File: config.mk
export PLATFORM = sky130hd
export DESIGN_NAME = scanline_sequencer
export DESIGN_NICKNAME = d
export VERILOG_FILES = /design/src/rtl/scan_ctrl_pkg.sv /design/src/rtl/scan_ctrl_timeout.sv /design/src/rtl/scanline_sequencer.sv
export SDC_FILE = /design/constraint.sdc
export NUM_CORES = 1
export LEC_CHECK = 0
export BUFFER_PORTS_ARGS = -buffer_cell sky130_fd_sc_hd__buf_2
export CAP_MARGIN = 20
export CORE_ASPECT_RATIO = 1.5
export CORE_MARGIN = 4
export CORE_UTILIZATION = 60
export CTS_BUF_LIST = sky130_fd_sc_hd__clkbuf_8
export DETAILED_ROUTE_END_ITERATION = 8
export GPL_ROUTABILITY_DRIVEN = 0
export PLACE_DENSITY = 0.93
export SETUP_SLACK_MARGIN = 0.2
export SYNTH_ARGS = -nofsm -noshare
export SYNTH_HDL_FRONTEND = slang
export SYNTH_SLANG_ARGS = --single-unit
File: constraint.sdc
create_clock -name clk -period 5.99 [get_ports clk]
set_clock_uncertainty 0.1 [all_clocks]
set_input_delay 0 -clock clk [delete_from_list [all_inputs] [get_ports clk]]
set_output_delay 0 -clock clk [all_outputs]
set_load 0.02 [all_outputs]
File: src/rtl/scan_ctrl_pkg.sv
// Shared types and defaults for the scanline sequencer and related handshaking controllers.
package scan_ctrl_pkg;

  localparam int DW_INPUT_DEF  = 8;
  localparam int DW_ANGLE_DEF  = 8;
  localparam int DW_POINTS_DEF = 10;
  localparam int DW_LINES_DEF  = 8;
  localparam int ANGLE_MAX_DEF = 180;
  localparam int TIMEOUT_DEF   = 1023;

  typedef enum logic [2:0] {
    IDLE,
    LAUNCH,
    WAIT_RDY,
    PRESENT,
    ACK,
    GAP,
    FINISH
  } state_t;

  typedef struct packed {
    logic [DW_INPUT_DEF-1:0]  r_0;
    logic [DW_ANGLE_DEF-1:0]  angle_start;
    logic [DW_ANGLE_DEF-1:0]  angle_step;
    logic [DW_LINES_DEF-1:0]  num_lines;
    logic [DW_POINTS_DEF-1:0] num_points;
  } cfg_t;

endpackage

File: src/rtl/scan_ctrl_timeout.sv
// Loadable down-counter; expired stays high once the count has run out to zero.
module scan_ctrl_timeout #(
  parameter int W = 10
) (
  input  logic         clk,
  input  logic         rst,
  input  logic         load,
  input  logic [W-1:0] load_value,
  input  logic         enable,
  output logic         expired
);

  logic [W-1:0] count;

  always_ff @(posedge clk) begin
    if (rst)
      count <= '0;
    else if (load)
      count <= load_value;
    else if (enable && count != '0)
      count <= count - W'(1);
  end

  assign expired = (count == '0);

endmodule

File: src/rtl/scanline_sequencer.sv
// Walks a frame of scanlines, stepping the increment-term calculator point by point
// and handing each result to a downstream consumer before acknowledging the calculator.
module scanline_sequencer
  import scan_ctrl_pkg::*;
#(
  parameter int DW_INPUT  = DW_INPUT_DEF,
  parameter int DW_ANGLE  = DW_ANGLE_DEF,
  parameter int DW_POINTS = DW_POINTS_DEF,
  parameter int DW_LINES  = DW_LINES_DEF,
  parameter int ANGLE_MAX = ANGLE_MAX_DEF,
  parameter int TIMEOUT   = TIMEOUT_DEF
) (
  input  logic                 clk,
  input  logic                 rst,
  input  logic                 start,
  input  logic                 abort,
  input  logic [DW_INPUT-1:0]  cfg_r_0,
  input  logic [DW_ANGLE-1:0]  cfg_angle_start,
  input  logic [DW_ANGLE-1:0]  cfg_angle_step,
  input  logic [DW_LINES-1:0]  cfg_num_lines,
  input  logic [DW_POINTS-1:0] cfg_num_points,
  output logic                 calc_configure,
  output logic                 calc_ack,
  output logic                 calc_final_scanpoint,
  output logic [DW_INPUT-1:0]  calc_r_0,
  output logic [DW_ANGLE-1:0]  calc_angle,
  input  logic                 calc_ready,
  output logic                 point_valid,
  input  logic                 point_ready,
  output logic [DW_POINTS-1:0] point_index,
  output logic [DW_LINES-1:0]  line_index,
  output logic                 busy,
  output logic                 done,
  output logic                 err
);

  localparam int TW = $clog2(TIMEOUT + 1);
  localparam logic [DW_ANGLE:0] ANGLE_LIMIT = (DW_ANGLE + 1)'(ANGLE_MAX);

  state_t state, next_state;
  cfg_t   cfg_in;

  logic [DW_ANGLE-1:0]  step_q;
  logic [DW_LINES-1:0]  lines_q;
  logic [DW_POINTS-1:0] points_q;
  logic [DW_ANGLE:0]    angle_acc;
  logic [DW_ANGLE:0]    angle_next;
  logic abort_q, cfg_bad, last_point, last_line, angle_ovf, final_ack, tmo_expired;

  assign cfg_in = '{r_0: cfg_r_0, angle_start: cfg_angle_start, angle_step: cfg_angle_step,
                    num_lines: cfg_num_lines, num_points: cfg_num_points};

  assign cfg_bad    = (cfg_in.num_lines == '0) || (cfg_in.num_points == '0) ||
                      ({1'b0, cfg_in.angle_start} > ANGLE_LIMIT);
  assign last_point = (point_index == points_q - DW_POINTS'(1));
  assign last_line  = (line_index == lines_q - DW_LINES'(1));
  // angle_acc never exceeds ANGLE_MAX here, so the extra bit absorbs the sum without wrapping
  assign angle_next = angle_acc + {1'b0, step_q};
  assign angle_ovf  = (angle_next > ANGLE_LIMIT);
  assign final_ack  = last_point || abort_q;

  scan_ctrl_timeout #(.W(TW)) u_timeout (
    .clk        (clk),
    .rst        (rst),
    .load       (state == LAUNCH),
    .load_value (TW'(TIMEOUT)),
    .enable     (state == WAIT_RDY),
    .expired    (tmo_expired)
  );

  always_ff @(posedge clk) begin
    if (rst)
      state <= IDLE;
    else
      state <= next_state;
  end

  always_comb begin
    next_state = state;
    case (state)
      IDLE:     if (start && !cfg_bad) next_state = LAUNCH;
      LAUNCH:   next_state = WAIT_RDY;
      WAIT_RDY: begin
        if (calc_ready)
          next_state = PRESENT;
        else if (tmo_expired)
          next_state = IDLE;
      end
      PRESENT:  if (abort_q || point_ready) next_state = ACK;
      ACK:      next_state = final_ack ? GAP : WAIT_RDY;
      GAP: begin
        if (abort_q || (!last_line && angle_ovf))
          next_state = IDLE;
        else if (last_line)
          next_state = FINISH;
        else
          next_state = LAUNCH;
      end
      FINISH:   next_state = IDLE;
      default:  next_state = IDLE;
    endcase
  end

  always_comb begin
    calc_configure       = 1'b0;
    calc_ack             = 1'b0;
    calc_final_scanpoint = 1'b0;
    point_valid          = 1'b0;
    done                 = 1'b0;
    err                  = 1'b0;
    busy                 = (state != IDLE);
    case (state)
      IDLE:     err = start && cfg_bad && !rst;
      LAUNCH:   calc_configure = 1'b1;
      WAIT_RDY: err = !calc_ready && tmo_expired;
      PRESENT:  point_valid = !abort_q;
      ACK: begin
        calc_ack             = 1'b1;
        calc_final_scanpoint = final_ack;
      end
      GAP:      err = !abort_q && !last_line && angle_ovf;
      FINISH:   done = 1'b1;
      default:  ;
    endcase
  end

  // Frame registers; an abort is only remembered while a frame is in flight
  always_ff @(posedge clk) begin
    if (rst) begin
      step_q      <= '0;
      lines_q     <= '0;
      points_q    <= '0;
      angle_acc   <= '0;
      calc_r_0    <= '0;
      calc_angle  <= '0;
      point_index <= '0;
      line_index  <= '0;
      abort_q     <= 1'b0;
    end else begin
      if (state == IDLE)
        abort_q <= 1'b0;
      else if (abort)
        abort_q <= 1'b1;

      case (state)
        IDLE: begin
          if (start && !cfg_bad) begin
            step_q      <= cfg_in.angle_step;
            lines_q     <= cfg_in.num_lines;
            points_q    <= cfg_in.num_points;
            angle_acc   <= {1'b0, cfg_in.angle_start};
            calc_r_0    <= cfg_in.r_0;
            calc_angle  <= cfg_in.angle_start;
            point_index <= '0;
            line_index  <= '0;
          end
        end
        ACK: begin
          if (!final_ack)
            point_index <= point_index + DW_POINTS'(1);
        end
        GAP: begin
          if (!abort_q && !last_line && !angle_ovf) begin
            line_index  <= line_index + DW_LINES'(1);
            point_index <= '0;
            angle_acc   <= angle_next;
            calc_angle  <= angle_next[DW_ANGLE-1:0];
          end
        end
        default: ;
      endcase
    end
  end

endmodule

* Yosys cells after proc, flatten, opt, wreduce, memory -nomap -nowiden
Cells that the tools add are included.
Word-level totals: input port bits 48, word-level logic and storage cells 95, register bits 83
Cells by class: equal/unequal tests 13, multiplexer cells 29, $add $sub $neg 6, reduce and logical (&&, ||, !) cells 34, order comparisons 2
Operators with widths (number):
- 2-to-1 mux 10 bit | 5
- 2-to-1 mux 8 bit | 4
- one-hot mux 8 bit (2 select lines) | 2
- one-hot mux 10 bit (3 select lines) | 1
- 2-to-1 mux 3 bit | 7
- logical NOT 10 bit | 2
- subtractor 10 x 1 -> 10 bit (second input constant) | 2
- 2-to-1 mux 9 bit | 2
- one-hot mux 3 bit (6 select lines) | 1
- one-hot mux 9 bit (2 select lines) | 1
- adder 10 x 1 -> 10 bit (second input constant) | 1
- == test 10 bit | 1
- nonzero test 10 bit | 1
- adder 9 x 8 -> 9 bit | 1
- == test 3 bit (second input constant) | 3
- greater-than comparator 9 x 8 -> 1 bit (second input constant) | 1
- logical AND 1 bit | 9
- adder 8 x 1 -> 8 bit (second input constant) | 1
- == test 8 bit | 1
- greater-than comparator 8 bit (second input constant) | 1
- logical NOT 8 bit | 1
- inequality test 2 bit (second input constant) | 4
- subtractor 8 x 1 -> 8 bit (second input constant) | 1
- == test 3 x 2 -> 1 bit (second input constant) | 2
- 13 further kinds | 29

* Logic depth before layout (Yosys ltp)
word-level depth 7, mapped depth 13, gate-level depth less buffers 11

* Hierarchy
Synthesis repeated with hierarchy kept, for this count alone.
Unflattened totals: cells, all modules 548, area total of the unflattened synthesis 4662.0 µm²
By module, submodules not included:
- scanline_sequencer | area an instance 4035.1 µm², instances 1, cells an instance 476, sequential area each 1301.2 µm²
- scan_ctrl_timeout | area an instance 626.9 µm², instances 1, cells an instance 72, sequential area each 200.2 µm²

* Worst setup path before layout
No wires, ideal clock.
kind reg2reg, from register calc_angle[0] (netlist name), to register point_index[1], data required time 5.820 ns, slack 3.200 ns, clock period less this slack 2.790 ns, cell stages (with the launch flop) 14, path buffers 2, data arrival time 2.620 ns, path through dfxtp_1 -> ha_1 -> inv_1 -> fa_1 -> nand2b_1 -> a21oi_1 -> nor3_1 -> or4_4 -> o211a_4 -> a21oi_2 -> buf_6 -> buf_4 -> o21ai_0 -> a21oi_1
RTL lines:
- end signal: assignment | RTL line scanline_sequencer.sv:160 | point_index <= point_index + DW_POINTS'(1);
- end: declaration | RTL line scanline_sequencer.sv:30 | output logic [DW_POINTS-1:0] point_index,

==> summary.txt <==
CTS
  • Clk buf depth: 2
  • Worst-path clk slew: 80 ps
  • Clk_lat worst skew: 360 ps
  • H-Tree Depth: 3
  • CTS root buf: clkbuf_8
  • CTS resizes: 0
  • Hold-fix buffers, CTS: 44
  • Cts bufs inserted: 9
  • Post-CTS Setup Bufs: 0
  • TritonCTS clock tree: done
  • Clk sinks: 75

Global route
  • Pin count of the biggest net entering global routing: 38
  • Initial antenna violation count: 0
  • First-pass GRT wire length: 21300 um
  • Vias in the first global route: 4661
  • Total track usage: 29.7%
  • Global route overflow: 0

Routing
  • DRT iter0 DRCs: 296
  • Routed len/inst: 16.6 um
  • Detailed Route WL: 12800 um
  • Via count: 4722
  • Post-DRT Antenna Nets: 0
  • Vias per cell: 6.15
  • DR DRC count: 0
  • First-pass DRT Iterations: 5

Die
  • Vert. Die Dim: 114 um
  • Num rows: 38
  • Die ar.: 8910 sq um
  • Die width: 78.4 um
  • Initial Util: 61.7%
  • Ports: 89
  • Core ar.: 7230 sq um

Synth
  • Area leader, netlist: dfxtp_1
  • Syn avg cell area: 8.02 sq um
  • Number of synthesized flops with an enable pin: 0
  • Distinct cells, synth: 72
  • Top cells by area, synth: dfxtp_1, a21oi_1, nand2_1
  • Yosys warnings: 0
  • Post-synthesis instance total: 556
  • Synth Flop Type: dfxtp_1
  • Post-Syn Area: 4460 sq um
  • Post-synthesis sequential area ratio: 33.7%
  • Mapped Nets: 618
  • Synth top area share: 33.7%
  • Flops & latches, synth: 75
  • Ys async rst share: 0%

Critical path
  • Crit. End Element: flip-flop
  • Worst setup path category: flip-flop to flip-flop
  • Critical path required time: 6130 ps
  • Reg2reg path depth: 12
  • Crit Path Max Fanout: 8
  • Reg-to-Reg End: state[0]
  • Crit-path max cell delay: 560 ps
  • Worst flop-to-flop path startpoint: calc_angle[0]
  • Bufs and invs on worst path: 2
  • CP arrival: 3920 ps
  • Startpoint types: flip-flop
  • Largest delay share family, worst path: compound AO/OA/AOI/OAI gates
  • Worst path slowest cell: dlygate4sd3_1
  • CP cell instances: ha_1, inv_1, fa_1, nand2b_1, a21oi_1, nor3_1, or4_4, o211ai_1, o21ai_1, a211oi_1, o22ai_1, dlygate4sd3_1
  • Worst R2R Setup Slack: 2210 ps

Timing
  • Finish-stage setup viols: 0
  • Max Fclk: 0.265 GHz
  • Setup TNS: 0 ps
  • Slew @ Worst Pin: 941 ps
  • Max Slew Vio Count: 0
  • Count of final hold-check violations: 0
  • Minimum clock period: 3780 ps
  • Max-slew headroom: 37.3%
  • Unrepaired setup endpoints after global routing: false
  • Final period utilization: 63.1%

Power and ir drop
  • P_int: 1.18 mW
  • Comb power frac: 47.5%
  • Pwr dens: 383 nW/um^2
  • Leak: 2.21 nW
  • Sw Ratio: 43.7%
  • Sequential power share: 34.0%
  • Clk pwr share: 18.5%
  • NetSw: 0.918 mW
  • Maximum VDD drop: 300 uV

Placed design
  • Post-DP HPWL: 8560 um
  • Number of buffers added on ports: 88
  • Placed Area: 4850 sq um

Min path
  • Hold path startpoint: rst
  • Worst Hold Path EP: step_q[2]
  • Worst hold-check path type: primary input to flip-flop
  • Hold path depth: 2

Cells and area
  • Area Growth Syn to Fin: 22.9%
  • Ratio of cells with drive above 1 in the final layout: 19.5%
  • Area of the multi-input gates: 2670 sq um
  • # fillers: 519
  • Diode count: 0
  • Nets: 726
  • FF+latch area: 1500 sq um
  • Cell area after layout: 5480 sq um

Run
  • Max_cap viols: 0

Status
  • Status: finished, final reports clean
==> worst max path at each step <==
stage | startpoint | to | cells after the start
after floorplan | calc_angle[0] | point_index[1] | 13
after global placement | calc_angle[0] | calc_angle[6] | 11
after detailed placement | calc_angle[0] | calc_angle[4] | 11
after CTS | calc_angle[0] | state[0] | 12
after global routing | calc_angle[0] | state[0] | 12
final | calc_angle[0] | state[0] | 12
==> cells by family (layout without fill, tap and decap cells) <==
family          count (synthesis)  after routing  synth area share, %
simple gates                  213            213                 25.3
compound gates                161            161                 24.1
flops                          75             75                 33.7
buf+inv                        62            174                 6.59
xor+xnor                       31             31                 6.25
fa+ha+maj                      14             14                 4.09
==> layout by cell type (no fill, tap or decap), drive strengths merged, types with 3 or more instances in the layout <==
| cell | instances |
|---|---|
| or4 | 17 |
| a21boi | 5 |
| nor3b | 3 |
| nor2 | 30 |
| a211oi | 6 |
| or3 | 11 |
| o311ai | 3 |
| and3 | 5 |
| nand3b | 4 |
| o31ai | 17 |
| nor3 | 18 |
| dlygate4sd3 | 44 |
| inv | 25 |
| dfxtp | 75 |
| clkbuf | 11 |
| ha | 13 |
| buf | 92 |
| xor2 | 12 |
| nand4 | 12 |
| o21a | 4 |
| o211ai | 5 |
| xnor2 | 19 |
| nand2 | 80 |
| and2 | 4 |
| nand3 | 9 |
| nor4 | 7 |
| a21o | 6 |
| a21oi | 72 |
| a2111oi | 7 |
| or3b | 3 |
| o21ai | 17 |
==> power by group through the flow <==
stage          Combinational [mW]  Clock [mW]  Sequential [mW]
2_1_floorplan               0.793           0            0.704
3_3_place_gp                0.902           0            0.716
3_5_place_dp                0.947           0            0.721
4_1_cts                     0.980       0.393            0.711
5_1_grt                      1.10       0.416            0.728
6_report                    0.998       0.389            0.715
==> through the flow <==
step | hold slack [ps] | total power [mW] | cells | setup slack (ps) | utilization, %
2_1_floorplan | 36.0 | 1.50 | 556 | 3200 | -
3_3_place_gp | 140 | 1.62 | 709 | 2630 | 67.1
3_5_place_dp | 147 | 1.67 | 709 | 2360 | 67.1
4_1_cts | 13.7 | 2.08 | 768 | 2350 | 75.9
5_1_grt | 32.2 | 2.25 | 768 | 1960 | 75.9
6_report | 28.5 | 2.10 | 768 | 2210 | 75.9
==> cell type report <==
cell class | instances | share of cell area [%]
inverters | 23 | 1.57
multi-input cells | 419 | 48.6
flip-flops and latches | 75 | 27.4
repair buffers | 136 | 16.6
well taps | 100 | 2.28
clock buffers | 11 | 2.76
clock inverters | 4 | 0.776
==> synthesized netlist by cell type (10+ instances only) <==
master,number
nor2_1,30
a21oi_1,70
o21ai_0,10
dfxtp_1,75
or3_1,11
inv_1,23
or4_1,16
nand2_1,80
o31ai_1,17
xor2_1,11
nor3_1,16
clkbuf_1,23
ha_1,13
xnor2_1,19
nand4_1,12
==> state kept, by name (all words and copies together), names as in the netlist, 2 cells and up <==
| signal | flops |
|---|---|
| point_index | 10 |
| points_q | 10 |
| u_timeout.count | 10 |
| calc_r_0 | 8 |
| line_index | 8 |
| lines_q | 8 |
| step_q | 8 |
| calc_angle | 7 |
| state | 3 |
| angle_acc | 2 |
==> metal layers <==
metal | global-route usage [%] | vias to the layer above | part of all wire [%]
met2 | 54.2 | 232 | 53
li1 | - | 2227 | -
met1 | 32.3 | 2210 | 37
met5 | 0 | - | 0
met3 | 5.69 | 53 | 6.6
met4 | 15.2 | 0 | 3.8
Power figures use the tool's default switching activity.
